<file path="src/rtl/sync_fifo_ctrl_if.sv">
// Bus between the producer/consumer side and sync_fifo_ctrl.
// The overflow/underflow flags exist only when SYNC_FIFO_ERR_EN is defined.
//
// Request semantics: push and pop are plain per-cycle requests that the FIFO
// samples at the rising clock edge. A push is accepted when the FIFO is
// not full, or when a pop happens in the same cycle. A pop is accepted when
// the FIFO is not empty. A request that is not accepted is dropped, not held.
// rd_data shows the head word (first-word-fall-through) and is meaningful
// only while empty is 0.
interface sync_fifo_ctrl_if #(
  parameter int DATA_W = 8,
  parameter int DEPTH  = 4
);
  localparam int CNT_W = $clog2(DEPTH) + 1;

  logic              push;
  logic [DATA_W-1:0] wr_data;
  logic              pop;
  logic [DATA_W-1:0] rd_data;
  logic [CNT_W-1:0]  count;
  logic              full;
  logic              empty;
`ifdef SYNC_FIFO_ERR_EN
  logic              overflow;
  logic              underflow;

  modport master (output push, wr_data, pop,
                  input  rd_data, count, full, empty, overflow, underflow);
  modport slave  (input  push, wr_data, pop,
                  output rd_data, count, full, empty, overflow, underflow);
`else
  modport master (output push, wr_data, pop,
                  input  rd_data, count, full, empty);
  modport slave  (input  push, wr_data, pop,
                  output rd_data, count, full, empty);
`endif
endinterface

</file>
<file path="src/rtl/sync_fifo_ctrl.sv">
// sync_fifo_ctrl: single-clock first-word-fall-through FIFO controller.
// Storage, read/write pointers and an occupancy counter. The counter is the
// only control state and is exposed directly on bus.count. full/empty are
// decoded from it.
// Optional feature: define SYNC_FIFO_ERR_EN to add sticky overflow and
// underflow flags on the bus.
module sync_fifo_ctrl #(
  parameter int DATA_W = 8,
  parameter int DEPTH  = 4
) (
  input  logic              clk,
  input  logic              reset,   // asynchronous, active-low
  sync_fifo_ctrl_if.slave   bus
);
  localparam int PTR_W = $clog2(DEPTH);
  localparam int CNT_W = $clog2(DEPTH) + 1;

  logic [DATA_W-1:0] mem_q [DEPTH];
  logic [PTR_W-1:0]  wr_ptr_q, wr_ptr_d;
  logic [PTR_W-1:0]  rd_ptr_q, rd_ptr_d;
  logic [CNT_W-1:0]  count_q, count_d;
  logic              full, empty;
  logic              wr_en, rd_en;

  assign full  = (count_q == CNT_W'(DEPTH));
  assign empty = (count_q == '0);

  // A push while full is still taken if a pop frees the head slot at the
  // same edge. A pop while empty is never taken, even with a push.
  assign wr_en = bus.push & (~full | bus.pop);
  assign rd_en = bus.pop & ~empty;

  // Next-state for the pointers and occupancy. Pointers wrap naturally.
  always_comb begin
    wr_ptr_d = wr_ptr_q;
    rd_ptr_d = rd_ptr_q;
    count_d  = count_q;
    if (wr_en) wr_ptr_d = wr_ptr_q + PTR_W'(1);
    if (rd_en) rd_ptr_d = rd_ptr_q + PTR_W'(1);
    if (wr_en && !rd_en)      count_d = count_q + CNT_W'(1);
    else if (rd_en && !wr_en) count_d = count_q - CNT_W'(1);
  end

  // Pointer and occupancy registers, cleared asynchronously.
  always_ff @(posedge clk or negedge reset) begin
    if (!reset) begin
      wr_ptr_q <= '0;
      rd_ptr_q <= '0;
      count_q  <= '0;
    end else begin
      wr_ptr_q <= wr_ptr_d;
      rd_ptr_q <= rd_ptr_d;
      count_q  <= count_d;
    end
  end

  // Storage write; contents are intentionally not reset.
  always_ff @(posedge clk) begin
    if (wr_en) mem_q[wr_ptr_q] <= bus.wr_data;
  end

  // Head word straight from storage. When full with push+pop, the write
  // lands in this same slot only after the edge, so the old head is read.
  assign bus.rd_data = mem_q[rd_ptr_q];
  assign bus.count   = count_q;
  assign bus.full    = full;
  assign bus.empty   = empty;

`ifdef SYNC_FIFO_ERR_EN
  logic overflow_q, underflow_q;

  // Sticky error flags: a dropped push or an ignored pop, held until reset.
  always_ff @(posedge clk or negedge reset) begin
    if (!reset) begin
      overflow_q  <= 1'b0;
      underflow_q <= 1'b0;
    end else begin
      if (bus.push && full && !bus.pop) overflow_q  <= 1'b1;
      if (bus.pop && empty)             underflow_q <= 1'b1;
    end
  end

  assign bus.overflow  = overflow_q;
  assign bus.underflow = underflow_q;
`else
  // Without the error flags, dropped pushes and ignored pops are silent.
`endif

endmodule

</file>
<file path="src/flat_wrapper.sv">
// flat-port wrapper written by rule: the top's interface ports become plain ports
module sync_fifo_ctrl_flat 
#(
  parameter int DATA_W = 8,
  parameter int DEPTH  = 4
)
  (clk, reset, bus_push, bus_wr_data, bus_pop, bus_rd_data, bus_count, bus_full, bus_empty);
  sync_fifo_ctrl_if #(.DATA_W(DATA_W), .DEPTH(DEPTH)) bus_i ();
  input  logic clk;
  input  logic reset;
  input wire logic [$bits(bus_i.push)-1:0] bus_push;
  input wire logic [$bits(bus_i.wr_data)-1:0] bus_wr_data;
  input wire logic [$bits(bus_i.pop)-1:0] bus_pop;
  output wire logic [$bits(bus_i.rd_data)-1:0] bus_rd_data;
  output wire logic [$bits(bus_i.count)-1:0] bus_count;
  output wire logic [$bits(bus_i.full)-1:0] bus_full;
  output wire logic [$bits(bus_i.empty)-1:0] bus_empty;
  assign bus_i.push = bus_push;
  assign bus_i.wr_data = bus_wr_data;
  assign bus_i.pop = bus_pop;
  assign bus_rd_data = bus_i.rd_data;
  assign bus_count = bus_i.count;
  assign bus_full = bus_i.full;
  assign bus_empty = bus_i.empty;
  sync_fifo_ctrl #(.DATA_W(DATA_W), .DEPTH(DEPTH)) u_core (.clk(clk), .reset(reset), .bus(bus_i));
endmodule
</file>
<file path="config.mk">
export PLATFORM = sky130hd
export DESIGN_NAME = sync_fifo_ctrl_flat
export DESIGN_NICKNAME = d
export VERILOG_FILES = /design/src/rtl/sync_fifo_ctrl_if.sv /design/src/rtl/sync_fifo_ctrl.sv /design/src/flat_wrapper.sv
export SDC_FILE = /design/constraint.sdc
export NUM_CORES = 1
export LEC_CHECK = 0
export CELL_PAD_IN_SITES_DETAIL_PLACEMENT = 1
export CELL_PAD_IN_SITES_GLOBAL_PLACEMENT = 1
export CORE_UTILIZATION = 40
export CTS_BUF_LIST = sky130_fd_sc_hd__clkbuf_16
export CTS_CLUSTER_SIZE = 10
export DETAILED_ROUTE_END_ITERATION = 10
export GPL_ROUTABILITY_DRIVEN = 0
export PLACE_DENSITY_LB_ADDON = 0.1
export SYNTH_ARGS = -nofsm -noshare
export SYNTH_HDL_FRONTEND = slang
export SYNTH_SLANG_ARGS = --single-unit
</file>
<file path="constraint.sdc">
create_clock -name clk -period 1.9 [get_ports clk]
set_input_delay 0.19 -clock clk [delete_from_list [all_inputs] [get_ports clk]]
set_output_delay 0.19 -clock clk [all_outputs]
set_load 0.1 [all_outputs]
</file>
* After elaboration in Yosys (flattened, before gate mapping)
Memories as Yosys holds them, arrays and structs flattened. Index checks and enable logic that the tools add are counted.
Word-level totals: register bits 7, bits in writable memories 32, bits of input ports 12, output and inout port bits 13, logic and storage cells 24, memories kept 1
Memories:
- u_core.mem_q | words 4, width 8, read ports 1, clocked after Yosys merged registers in 0, wr ports 1, line sync_fifo_ctrl.sv:18 | logic [DATA_W-1:0] mem_q [DEPTH];
Operators by class: $add $sub $neg 4, equal/unequal tests 1, multiplexer cells 4, bitwise gates (word level) 5, reduce and logical (&&, ||, !) cells 6
Operators by type and width (number):
- $mux W3 | 2
- $add A2 B1 Y2 const B | 2
- $add A3 B1 Y3 const B | 1
- $eq A3 B3 Y1 const B | 1
- $logic_not A3 Y1 | 1
- $sub A3 B1 Y3 const B | 1
- $and A1 B1 Y1 | 2
- $logic_and A1 B1 Y1 | 2
- $logic_not A1 Y1 | 2
- $mux W1 | 2
- $not A1 Y1 | 2
- $reduce_bool A2 Y1 | 1
- $or A1 B1 Y1 | 1

* Depth between registers and ports, before layout
Gate-level depths: netlist (run 1).
depth after elaboration 8, depth in mapped cells 8, depth with buffers taken out 8

* Worst setup path after synthesis (run 1)
No wires, ideal clock.
path type register to register, from reg u_core.count_q[0], in the netlist u_core.bus.count[0], to reg u_core.count_q[2], in the netlist u_core.bus.count[2], setup time 0.163 ns, data arrival time 4.325 ns, data required time 1.737 ns, path slack -2.588 ns, cell stages (with the launch flop) 9, buffers on the path 0, period minus slack after synthesis 4.488 ns, path through dfrtp_1 > nor3_1 > nand2b_1 > ha_1 > inv_1 > fa_1 > xor2_1 > nor2_1 > xor2_1
Between the ends: elaborated cells on any way between the ends 16
RTL lines:
- start, declared | line sync_fifo_ctrl.sv:21 | logic [CNT_W-1:0] count_q, count_d;
- start signal, assigned | line sync_fifo_ctrl.sv:53 | count_q <= count_d;
- $logic_not A3 Y1 * | line sync_fifo_ctrl.sv:26 | assign empty = (count_q == '0);
- named net bus_empty | line flat_wrapper.sv:17 | output wire logic [$bits(bus_i.empty)-1:0] bus_empty;
- $not A1 Y1 * | line sync_fifo_ctrl.sv:31 | assign rd_en = bus.pop & ~empty;
- $and A1 B1 Y1 * | line sync_fifo_ctrl.sv:31
- $logic_not A1 Y1 | line sync_fifo_ctrl.sv:40 | if (wr_en && !rd_en) count_d = count_q + CNT_W'(1);
- $logic_and A1 B1 Y1 | line sync_fifo_ctrl.sv:40
- $mux W3 or $reduce_bool A2 Y1 (tied branches)
Mark *: on every way through the listed nets, which the timed path passes. The rest lies on a longest branch. The select of a mux whose other input is x is not followed. A chain may end at the register's enable or synchronous reset.

* Final worst setup path (run 1)
from reg u_core.count_q[1], in the netlist u_core.bus.count[1], to reg u_core.count_q[1], in the netlist u_core.bus.count[1]
Between the ends: elaborated cells on any way between the ends 16
RTL lines:
- $eq A3 B3 Y1 | line sync_fifo_ctrl.sv:25 | assign full = (count_q == CNT_W'(DEPTH));
- $not A1 Y1 | line sync_fifo_ctrl.sv:30 | assign wr_en = bus.push & (~full | bus.pop);
- $or A1 B1 Y1 | line sync_fifo_ctrl.sv:30
- $and A1 B1 Y1 | line sync_fifo_ctrl.sv:30
- named net u_core.wr_en | line sync_fifo_ctrl.sv:23 | logic wr_en, rd_en;
- $logic_and A1 B1 Y1 | line sync_fifo_ctrl.sv:40
- $mux W3 | line sync_fifo_ctrl.sv:40
- named net u_core.count_d[1] | line sync_fifo_ctrl.sv:21
The timed path passes the listed nets, and every way through them passes these cells. The select of a mux whose other input is x is not followed.

==> results of run 1 <==
-- kinds of logic (layout without fill, tap and decap cells) --
logic type,Yosys count,count (layout),share of synthesized area (%)
flip-flops,39,39,71.38
XOR/XNOR,6,6,3.302
buffers and inverters,6,49,1.493
adder cells (fa/ha/maj),6,6,5.189
AO/OA/AOI/OAI,1,1,1.179
AND/OR/NAND/NOR,9,9,4.481
multiplexers,10,10,12.97
-- layout by cell type, fill, tap and decap left out --
cell type         n
mux2_2            1
mux4_2            8
xnor2_1           4
clkdlybuf4s50_1  11
dfrtp_1           4
nor3_4            1
xor2_1            2
mux2_4            1
ha_4              1
clkinv_2          1
nand3b_1          1
and2_2            4
inv_1             5
dfrtp_4           3
clkbuf_16         5
buf_12           11
buf_4            15
nand2b_4          1
inv_2             1
nor2_1            1
a21boi_4          1
edfxtp_1         32
ha_1              4
nor3b_4           1
fa_2              1
-- worst register-to-register path, delay by kind of cell, from the launching register on --
family / cells / cell delay, ns
buffers and inverters: 1 / 0.05
AOI/OAI and AO/OA: 1 / 0.10
and+or+nand+nor: 1 / 0.27
adders and majority gates: 2 / 0.59
muxes: 1 / 0.26
DFF: 1 / 0.51
-- stage by stage --
stage / instance area [um^2] / TNS (ns)
CTS: 2261 / 0
detailed placement: 2083 / -0.1022
global route: 2268 / -0.1974
global placement: 2083 / -0.01850
finish: 2268 / 0
floorplan: 1627 / -17.36
-- area by class of cell --
| class | count | area [um^2] | area share [%] |
|---|---|---|---|
| clock buffer | 5 | 125.1 | 5.516 |
| clock inverter | 3 | 12.51 | 0.5516 |
| inverter | 4 | 15.01 | 0.6619 |
| multi-input combinational | 32 | 465.4 | 20.52 |
| sequential | 39 | 1147 | 50.58 |
| tap | 48 | 60.06 | 2.648 |
| timing repair buffer | 37 | 442.9 | 19.53 |
-- how the worst min path moves through the flow --
stage,cells past startpoint,from,end,slack (ns)
6_report,1,reset,u_core.wr_ptr_q[0],0.18
4_1_cts,1,reset,u_core.bus.count[2],0.19
3_5_place_dp,1,reset,u_core.bus.count[2],0.48
5_1_grt,1,reset,u_core.bus.count[2],0.21
3_3_place_gp,1,reset,u_core.bus.count[2],0.48
2_1_floorplan,0,reset,u_core.rd_ptr_q[0],-0.11
-- registers in the layout, indices dropped and copies added, names as in the netlist --
signal and flops:
u_core.rd_ptr_q 2, u_core.bus.count 3, u_core.mem_q 32, u_core.wr_ptr_q 2
-- what timing repair did --
action                                  CTS  global route
buffers inserted                          4             1
gates cloned                              0             0
hold buffers                              0             0
pin swaps                                 3             3
gates resized for setup                   2             0
endpoints found under the setup margin    2             2
-- cells in the mapped netlist --
library cell,count,area [um^2]
mux2_2,1,11.26
nor3_1,1,5.000
mux2_4,1,15.01
ha_1,5,62.56
nand3b_1,1,7.510
xnor2_1,4,35.03
a21boi_4,1,18.77
nor2_1,1,3.750
and2_2,4,30.03
fa_1,1,20.02
dfrtp_1,7,175.2
edfxtp_1,32,960.9
nor3b_4,1,18.77
xor2_1,2,17.52
nand2b_1,1,6.260
mux4_2,8,180.2
buf_2,1,5.000
inv_1,4,15.01
clkbuf_1,1,3.750
-- routing by layer --
layer	track usage (%)	vias to the layer above	part of all wire (%)
met4	8.967	0	2.9
li1	-	378	-
met2	33.07	22	54
met5	0	-	0
met1	18.02	430	39
met3	4.577	7	3.7
==> flow_summary_export.csv, run 1 <==
group,metric,value,unit
cts,h-tree-depth,2,
cts,path_clk_slew,0.06,ns
cts,cts_buffer_depth,2,
cts,insertion_delay,0.28,ns
placed_design,io_buffers,24,
timing,rsz0062_at_grt,"true",
timing,tightest_slew,0.4630,ns
logic_synthesis,ys_seq_area_share,71.38,%
global_route,grt_pass1_wl,5085,um
cells_and_area,nets,137,
floorplanning,coreArea,0.003744,mm^2
setup_path,crit_chain,"nor3b_4 -> a21boi_4 -> ha_4 -> inv_2 -> fa_2 -> mux2_2",
detailed_routing,first_iter_violations,33,
detailed_routing,vias,837,
timing,setup_viol,0,
floorplanning,die-area,0.004235,mm^2
placed_design,dp.cells,155,
floorplanning,num_rows,22,
timing,hold_viol,0,
detailed_routing,drc_errors,0,
setup_path,critPathMaxFanout,3,
setup_path,crit_path_end_kind,"flop",
placed_design,dp_hpwl,2146,um
detailed_routing,antenna_left,0,
setup_path,worstPathArrival,2.06,ns
setup_path,cp.depth,6,
timing,min_period,1.894,ns
setup_path,critPathKind,"flop to flop",
min_path,min_path_type,"input port to asynchronous set/reset pin",
cells_and_area,stdcell_count,168,
cells_and_area,antennaDiodeCount,0,
floorplanning,pin_count,25,
logic_synthesis,synth_seq_cells,39,
global_route,grt_pass1_vias,955,
cells_and_area,area_delta_synth_final,42.53,%
floorplanning,die_w,65.08,um
cts,cts_tree,"done",
setup_path,worstPathRequired,2.06,ns
cts,root_buffer,"clkbuf_16",
timing,slew_violations,0,
cells_and_area,post_route_cells_drive_above_1_share,46.67,%
setup_path,r2r_cells,6,
detailed_routing,first_pass_iters,3,
timing,timing.fmax,0.5279,GHz
setup_path,reg2reg_slack,0.006,ns
logic_synthesis,syn_nets,95,
global_route,overflow,0,
global_route,grt_max_degree,12,
cts,cts_sinks,39,
cells_and_area,fin_util,60.59,%
outcome,outcome,"complete, no violations",
timing,period_share,99.70,%
setup_path,cp-endpoint,"u_core.bus.count[1]",
setup_path,critical_path.top_delay_family,"adder cells",
setup_path,rr_startpoint,"u_core.bus.count[1]",
timing,slew_headroom,69.13,%
global_route,antenna_found_initial,0,
floorplanning,initial_utilization,42.51,%
detailed_routing,wirelength,3127,um
setup_path,crit_path_start_kind,"flop",
floorplanning,die_h,65.08,um
timing,holdWs,0.1796,ns
placed_design,post-place-ws,-0.06935,ns
cells_and_area,n_fill_cell,345,
detailed_routing,viasPerCell,4.982,
global_route,grtUsageTotal,17.75,%
cts,cts_buffers,5,
setup_path,worst_path_max_delay_cell,"dfrtp_4",
setup_path,crit_path_start,"u_core.bus.count[1]",
logic_synthesis,syn_area_per_cell,20.67,um^2
timing,setup_slack,0.005697,ns
setup_path,r2r-end,"u_core.bus.count[1]",
flow_run,drv_cap,0,
setup_path,worst-path-buf-inv,1,
timing,fin_worst_skew,0.003061,ns
logic_synthesis,synth_area,0.001592,mm^2
logic_synthesis,synth.distinct_cells,19,
logic_synthesis,yosysWarningCount,0,
logic_synthesis,synth_cells,77,
detailed_routing,wl_per_cell,18.61,um
setup_path,crit_path_max_incr_delay,0.51,ns
Power of run 1 is left out: the tool's default activity adds up to more than one toggle a clock period on the data nets, which glitch-free logic cannot reach.
==> run 2, diff against run 1 <==
--- a/config.mk
+++ b/config.mk
@@ -5,9 +5,10 @@
 export SDC_FILE = /design/constraint.sdc
 export NUM_CORES = 1
 export LEC_CHECK = 0
+export ABC_AREA = 1
 export CELL_PAD_IN_SITES_DETAIL_PLACEMENT = 1
 export CELL_PAD_IN_SITES_GLOBAL_PLACEMENT = 1
-export CORE_UTILIZATION = 40
+export CORE_UTILIZATION = 38
 export CTS_BUF_LIST = sky130_fd_sc_hd__clkbuf_16
 export CTS_CLUSTER_SIZE = 10
 export DETAILED_ROUTE_END_ITERATION = 10
==> run 2 against run 1 <==
  * Routed wire length is 29% higher
  * Largest cell class unchanged
  * Cell count is 40% higher
  * Critical path depth is 4 higher
  * Register-to-register slack better by 0.06 ns
  * Fmax is 3.0% higher
==> flow_summary_export.csv, run 2 <==
group,metric,value,unit
floorplanning,coreArea,0.004144,mm^2
detailed_routing,vias,1180,
timing,hold_viol,0,
cells_and_area,nets,204,
cells_and_area,ff_latch_area,0.001149,mm^2
cells_and_area,n_fill_cell,430,
logic_synthesis,yosysMostFrequentCell,"edfxtp_1",
setup_path,crit_path_end_kind,"flop",
logic_synthesis,synthTopCellsByCount,"32 x edfxtp_1, 28 x nor2_1, 19 x nand2_1, 16 x o21ai_1, 13 x inv_1",
setup_path,rr_startpoint,"u_core.bus.count[1]",
placed_design,io_buffers,24,
placed_design,placedInstanceArea,0.002186,mm^2
timing,setup_viol,0,
cts,cts_tree,"done",
floorplanning,die-area,0.004756,mm^2
logic_synthesis,syn_nets,165,
logic_synthesis,synth.distinct_cells,20,
cts,cts_buffer_depth,2,
cts,cts_hold_buffers,0,
cells_and_area,fin_area,0.002402,mm^2
floorplanning,pin_count,25,
floorplanning,num_rows,23,
setup_path,worstPathRequired,2.06,ns
detailed_routing,antenna_left,0,
logic_synthesis,syn_area_per_cell,11.59,um^2
cells_and_area,final_cell_mix,"32 x edfxtp_1, 28 x nor2_1, 15 x nand2_1, 14 x buf_4, 11 x clkdlybuf4s50_1",
floorplanning,die_h,68.97,um
cts,cts_buffers,5,
cells_and_area,largest-register,"u_core.mem_q",
detailed_routing,first_pass_iters,4,
global_route,grt_pass1_wl,6354,um
logic_synthesis,synth_area,0.001704,mm^2
logic_synthesis,synth.area.top_cells,"edfxtp_1 56%, dfrtp_1 10%, nor2_1 6.2%",
global_route,grtUsageTotal,19.87,%
detailed_routing,drc_errors,0,
detailed_routing,wl_per_cell,17.10,um
logic_synthesis,async_flop_share,17.95,%
cells_and_area,fin_util,57.97,%
timing,slew_headroom,75.51,%
timing,min_period,1.838,ns
flow_run,drv_cap,0,
logic_synthesis,synth_seq_cells,39,
logic_synthesis,yosysTopAreaCellShare,56.39,%
logic_synthesis,synth_cells,147,
cts,path_clk_slew,0.06,ns
timing,period_share,96.75,%
logic_synthesis,synth_edf_count,32,
setup_path,critPathKind,"flop to flop",
cts,root_buffer,"clkbuf_16",
global_route,overflow,0,
cts,h-tree-depth,2,
cts,cts_sinks,39,
setup_path,crit_path_start_kind,"flop",
cells_and_area,post_route_cells_drive_above_1_share,32.80,%
timing,holdWs,0.1889,ns
timing,tightest_slew,0.3661,ns
detailed_routing,first_iter_violations,70,
logic_synthesis,ys.flop_type,"edfxtp_1",
global_route,antenna_found_initial,0,
cells_and_area,largest_register_ffs,32,
timing,timing.fmax,0.5440,GHz
setup_path,worstPathArrival,2.00,ns
timing,fin_worst_skew,0.005441,ns
logic_synthesis,yosysWarningCount,0,
setup_path,critPathMaxFanout,2,
floorplanning,die_w,68.97,um
cells_and_area,final_common_cell,"edfxtp_1",
timing,slew_violations,0,
global_route,grt_max_degree,19,
detailed_routing,wirelength,4035,um
cells_and_area,area_delta_synth_final,40.97,%
cells_and_area,antennaDiodeCount,0,
setup_path,crit_path_start,"u_core.bus.count[1]",
outcome,outcome,"complete, no violations",
global_route,grt_pass1_vias,1310,
detailed_routing,viasPerCell,5.000,
placed_design,dp_hpwl,2717,um
cells_and_area,multi_input_area,541.8,um^2
timing,fin_tns_setup,0,ns
logic_synthesis,synth_largest_area_cell,"edfxtp_1",
floorplanning,initial_utilization,41.12,%
cts,insertion_delay,0.28,ns
min_path,min_path_type,"input port to asynchronous set/reset pin",
logic_synthesis,ys_seq_area_share,66.67,%
==> run 2: cell count changes in the layout (fill, tap and decap cells not counted), sizes merged, moves of 2 or more <==
cell   change
nand3      +6
nand2     +21
o21ai     +24
xnor2      -3
inv       +10
mux4       -8
and2       -4
xor2       -2
mux2       -2
nor2      +28
==> run 2: worst paths after layout <==
path | end | slack, ns | cells after the start
max | u_core.bus.count[1] | 0.06 | 10
min | u_core.rd_ptr_q[0] | 0.19 | 1
max reg2reg | u_core.bus.count[1] | 0.06 | 10
min reg2reg | u_core.wr_ptr_q[1] | 0.56 | 2
max in group asynchronous | u_core.bus.count[1] | 1.41 | 1
min in group clk | u_core.mem_q[2][5] | 0.55 | 1
==> run 2: kinds of logic after synthesis <==
group | Yosys count | synth area share [%]
buffers and inverters | 19 | 6.755
AND/OR/NAND/NOR | 58 | 14.17
XOR/XNOR | 1 | 0.5140
flip-flops | 39 | 66.67
AO/OA/AOI/OAI | 24 | 7.049
adder cells (fa/ha/maj) | 6 | 4.846
==> run 2: stage by stage <==
| stage | std cells | setup WS [ns] |
|---|---|---|
| floorplan | 147 | -0.06205 |
| global placement | 227 | -0.009916 |
| detailed placement | 227 | -0.1189 |
| CTS | 235 | -0.009776 |
| global route | 236 | -0.003636 |
| finish | 236 | 0.06168 |
==> run 2: area by class of cell <==
type / count / share of cell area (%)
Tap cell: 50 / 2.604
Clock inverter: 2 / 1.406
Multi-Input combinational cell: 89 / 22.55
Clock buffer: 5 / 5.208
Timing Repair Buffer: 36 / 17.76
Sequential cell: 39 / 47.81
Inverter: 15 / 2.656
==> run 2: critical path, cell delays in order (launching register included) <==
cell	delay, ns
dfrtp_4	0.49
nor2_4	0.14
buf_6	0.12
nand3_4	0.07
nand2_2	0.07
inv_2	0.05
ha_4	0.16
inv_2	0.06
fa_2	0.43
nand2_1	0.08
nand2_1	0.05
==> run 2: metal layers <==
layer	part of all wire (%)	up-vias	track usage, %
li1	-	567	-
met2	53	21	35.68
met4	1.4	0	7.398
met5	0	-	0
met1	42	585	22.54
met3	3.3	7	4.934
==> run 2: what timing repair did <==
item                                    4_1_cts  5_1_grt
endpoints found under the setup margin        5        2
gates resized for setup                       2        9
setup buffers                                 1        1
pin swaps                                     2        5
Power of run 2 is left out for the same reason.
==> run 3, diff against run 2 <==
--- a/config.mk
+++ b/config.mk
@@ -12,7 +12,6 @@
 export CTS_BUF_LIST = sky130_fd_sc_hd__clkbuf_16
 export CTS_CLUSTER_SIZE = 10
 export DETAILED_ROUTE_END_ITERATION = 10
-export GPL_ROUTABILITY_DRIVEN = 0
 export PLACE_DENSITY_LB_ADDON = 0.1
 export SYNTH_ARGS = -nofsm -noshare
 export SYNTH_HDL_FRONTEND = slang
==> results of run 3 <==
The final DEF is identical to that of run 2; final timing and power are the same.
Power of run 3 is left out for the same reason.
==> edit: new RTL, config.mk and constraints of run 3 <==
`DEPTH` is set to 4 in 3 places; all go to 8.
--- a/src/rtl/sync_fifo_ctrl_if.sv
+++ b/src/rtl/sync_fifo_ctrl_if.sv
@@ -10,5 +10,5 @@
 interface sync_fifo_ctrl_if #(
   parameter int DATA_W = 8,
-  parameter int DEPTH  = 4
+  parameter int DEPTH  = 8
 );
   localparam int CNT_W = $clog2(DEPTH) + 1;
--- a/src/rtl/sync_fifo_ctrl.sv
+++ b/src/rtl/sync_fifo_ctrl.sv
@@ -7,5 +7,5 @@
 module sync_fifo_ctrl #(
   parameter int DATA_W = 8,
-  parameter int DEPTH  = 4
+  parameter int DEPTH  = 8
 ) (
   input  logic              clk,
--- a/src/flat_wrapper.sv
+++ b/src/flat_wrapper.sv
@@ -3,5 +3,5 @@
 #(
   parameter int DATA_W = 8,
-  parameter int DEPTH  = 4
+  parameter int DEPTH  = 8
 )
   (clk, reset, bus_push, bus_wr_data, bus_pop, bus_rd_data, bus_count, bus_full, bus_empty);
Ports: changed (resized bus_count); port bits go from 25 to 26. No check against the original RTL was run, so the function may have changed too.
==> edit against run 3 <==
  * The run now ends with negative setup slack left
  * Worst setup slack lost 85 ps
  * Cell area grew 91%
  * Area after synthesis grew 100%
  * Critical endpoint is now u_core.bus.count[3]
  * Sequential cell count grew 35
  * Wire length grew 110%
  * Count of clock-buffer cells in the layout grew 4
  * Highest routed layer unchanged
  * Via count grew 110%
Power is left out: the tool's default activity adds up to more than one toggle a clock period on the data nets, which glitch-free logic cannot reach.
==> edit: results (changes against run 3) <==
metric,value,unit,change
synth_edf_count,64,,+100%
dp_hpwl,5310,µm,+95%
grt_max_degree,30,,+11
cts_buffers,9,,+4
antenna_found_initial,0,,unchanged
drive_above_1_share,0.2264,,-0.1015
vias_per_cell,4.722,,-5.6%
place_inst,509,,+120%
cts_max_level,3,,+1
clockBufferDepth,2,,unchanged
ys_top_cells_by_area,"edfxtp_1, nand2_1, nor2_1, dfrtp_1, inv_1",,
r2r_end,u_core.bus.count[3],,
critPathMaxFanout,4,,+2
placed_cell_area,0.004075,mm²,+86%
io_buffers,25,,+4.2%
grt.total_usage,0.1943,,-0.004318
netlist_top_cells_count,"nand2_1, nor2_1, edfxtp_1",,
grt_pass1_wl,13510,µm,+110%
critical-path-top-delay-family,simple AND/OR/NAND/NOR gates,,
synthArstFlopShare,0.1351,,-0.04435
drt_iter0_drc,97,,+39%
syn-num-nets,382,,+130%
grt_pass1_vias,2604,,+99%
r2r-start,u_core.bus.count[0],,
failed_checks,negative setup slack,,
gp_congestion,0.7757,,-2.4%
syn-mean-instance-area,9.367,µm²,-19%
layout.cells.non_filler,532,,+130%
nets,437,,+110%
fin_skew,8.301,ps,+2.861 ps
worst_pin_slew,509.6,ps,+143.4 ps
synthFlopType,edfxtp_1,,
worst_skew_pair.late_latency,340,ps,+60 ps
fillers,978,,+130%
status,finished with violations,,
routedWlPerCell,15.94,µm,-6.8%
yosys.cell_types.count,21,,+5.0%
setup_ws,-23.06,ps,-84.74 ps
seq_area_frac_synth,0.6371,,-0.02960
largest_register_ffs,64,,+100%
setup_viol,1,,+1
-- edit: cell types whose count changed in the layout (fill, tap and decap cells not counted), sizes merged, moves of 2 or more --
cell    change
bufinv      +2
xnor2       +3
buf        +19
dfrtp       +3
inv        +30
nor2       +46
nand2     +111
clkbuf      +5
edfxtp     +32
clkinv      +3
o21ai      -22
nand3       +3
-- edit: layer usage --
metal	vias to the layer above	wire length, µm	track usage
met4	0	157	0.07463
met1	1220	3837	0.2458
met3	11	250	0.04841
met2	36	4233	0.3212
li1	1245	-	-
met5	-	0	0
-- edit: final cells by class --
| type | count | area share |
|---|---|---|
| Sequential cell | 74 | 0.4783 |
| Clock inverter | 7 | 0.02405 |
| Inverter | 45 | 0.03799 |
| Timing Repair Buffer | 56 | 0.1413 |
| Multi-Input combinational cell | 233 | 0.2397 |
| Tap cell | 108 | 0.02952 |
| Clock buffer | 9 | 0.04919 |
-- edit: worst register-to-register path, delay by kind of cell, from the launching register on --
family                     cells  cell delay (ps)
DFF                            1              490
and+or+nand+nor                8              840
adders and majority gates      2              360
buffers and inverters          2              120
-- edit: worst max-delay path by stage --
stage                                   start                   to  slack (ps)  depth (start not counted)
final                     u_core.bus.count[0]  u_core.bus.count[3]         -20                         12
after global routing      u_core.bus.count[0]  u_core.bus.count[3]        -120                         12
after CTS                  u_core.rd_ptr_q[0]       bus_rd_data[2]          -2                          7
after detailed placement              bus_pop  u_core.bus.count[3]         -60                         13
after global placement                bus_pop  u_core.bus.count[3]          10                         13
after floorplan           u_core.bus.count[1]  u_core.bus.count[3]        -230                         12
-- edit: repair_timing --
item	CTS	global route
buffers inserted	2	3
resized for setup	3	27
pin swaps	2	9
endpoints found under the setup margin	4	10
endpoints found under the hold margin	0	0
gates cloned	1	1
-- edit: cells by family after synthesis --
kind of cell,after synthesis,synth area share
buffers and inverters,57,0.07339
flip-flops,74,0.6371
AO/OA/AOI/OAI,2,0.002936
AND/OR/NAND/NOR,220,0.2495
adder cells (fa/ha/maj),6,0.02422
XOR/XNOR,5,0.01284
-- edit: stage by stage --
stage	hold slack (ps)	util	setup slack [ps]	TNS, ps
after floorplan	-105.6	-	-227.2	-505.3
after global placement	543.8	0.4673	14.65	0
after detailed placement	552.1	0.4673	-61.78	-61.78
after CTS	202.4	0.5121	-1.505	-1.505
after global routing	227.9	0.5250	-118.4	-615.2
final	191.2	0.5250	-23.06	-23.06
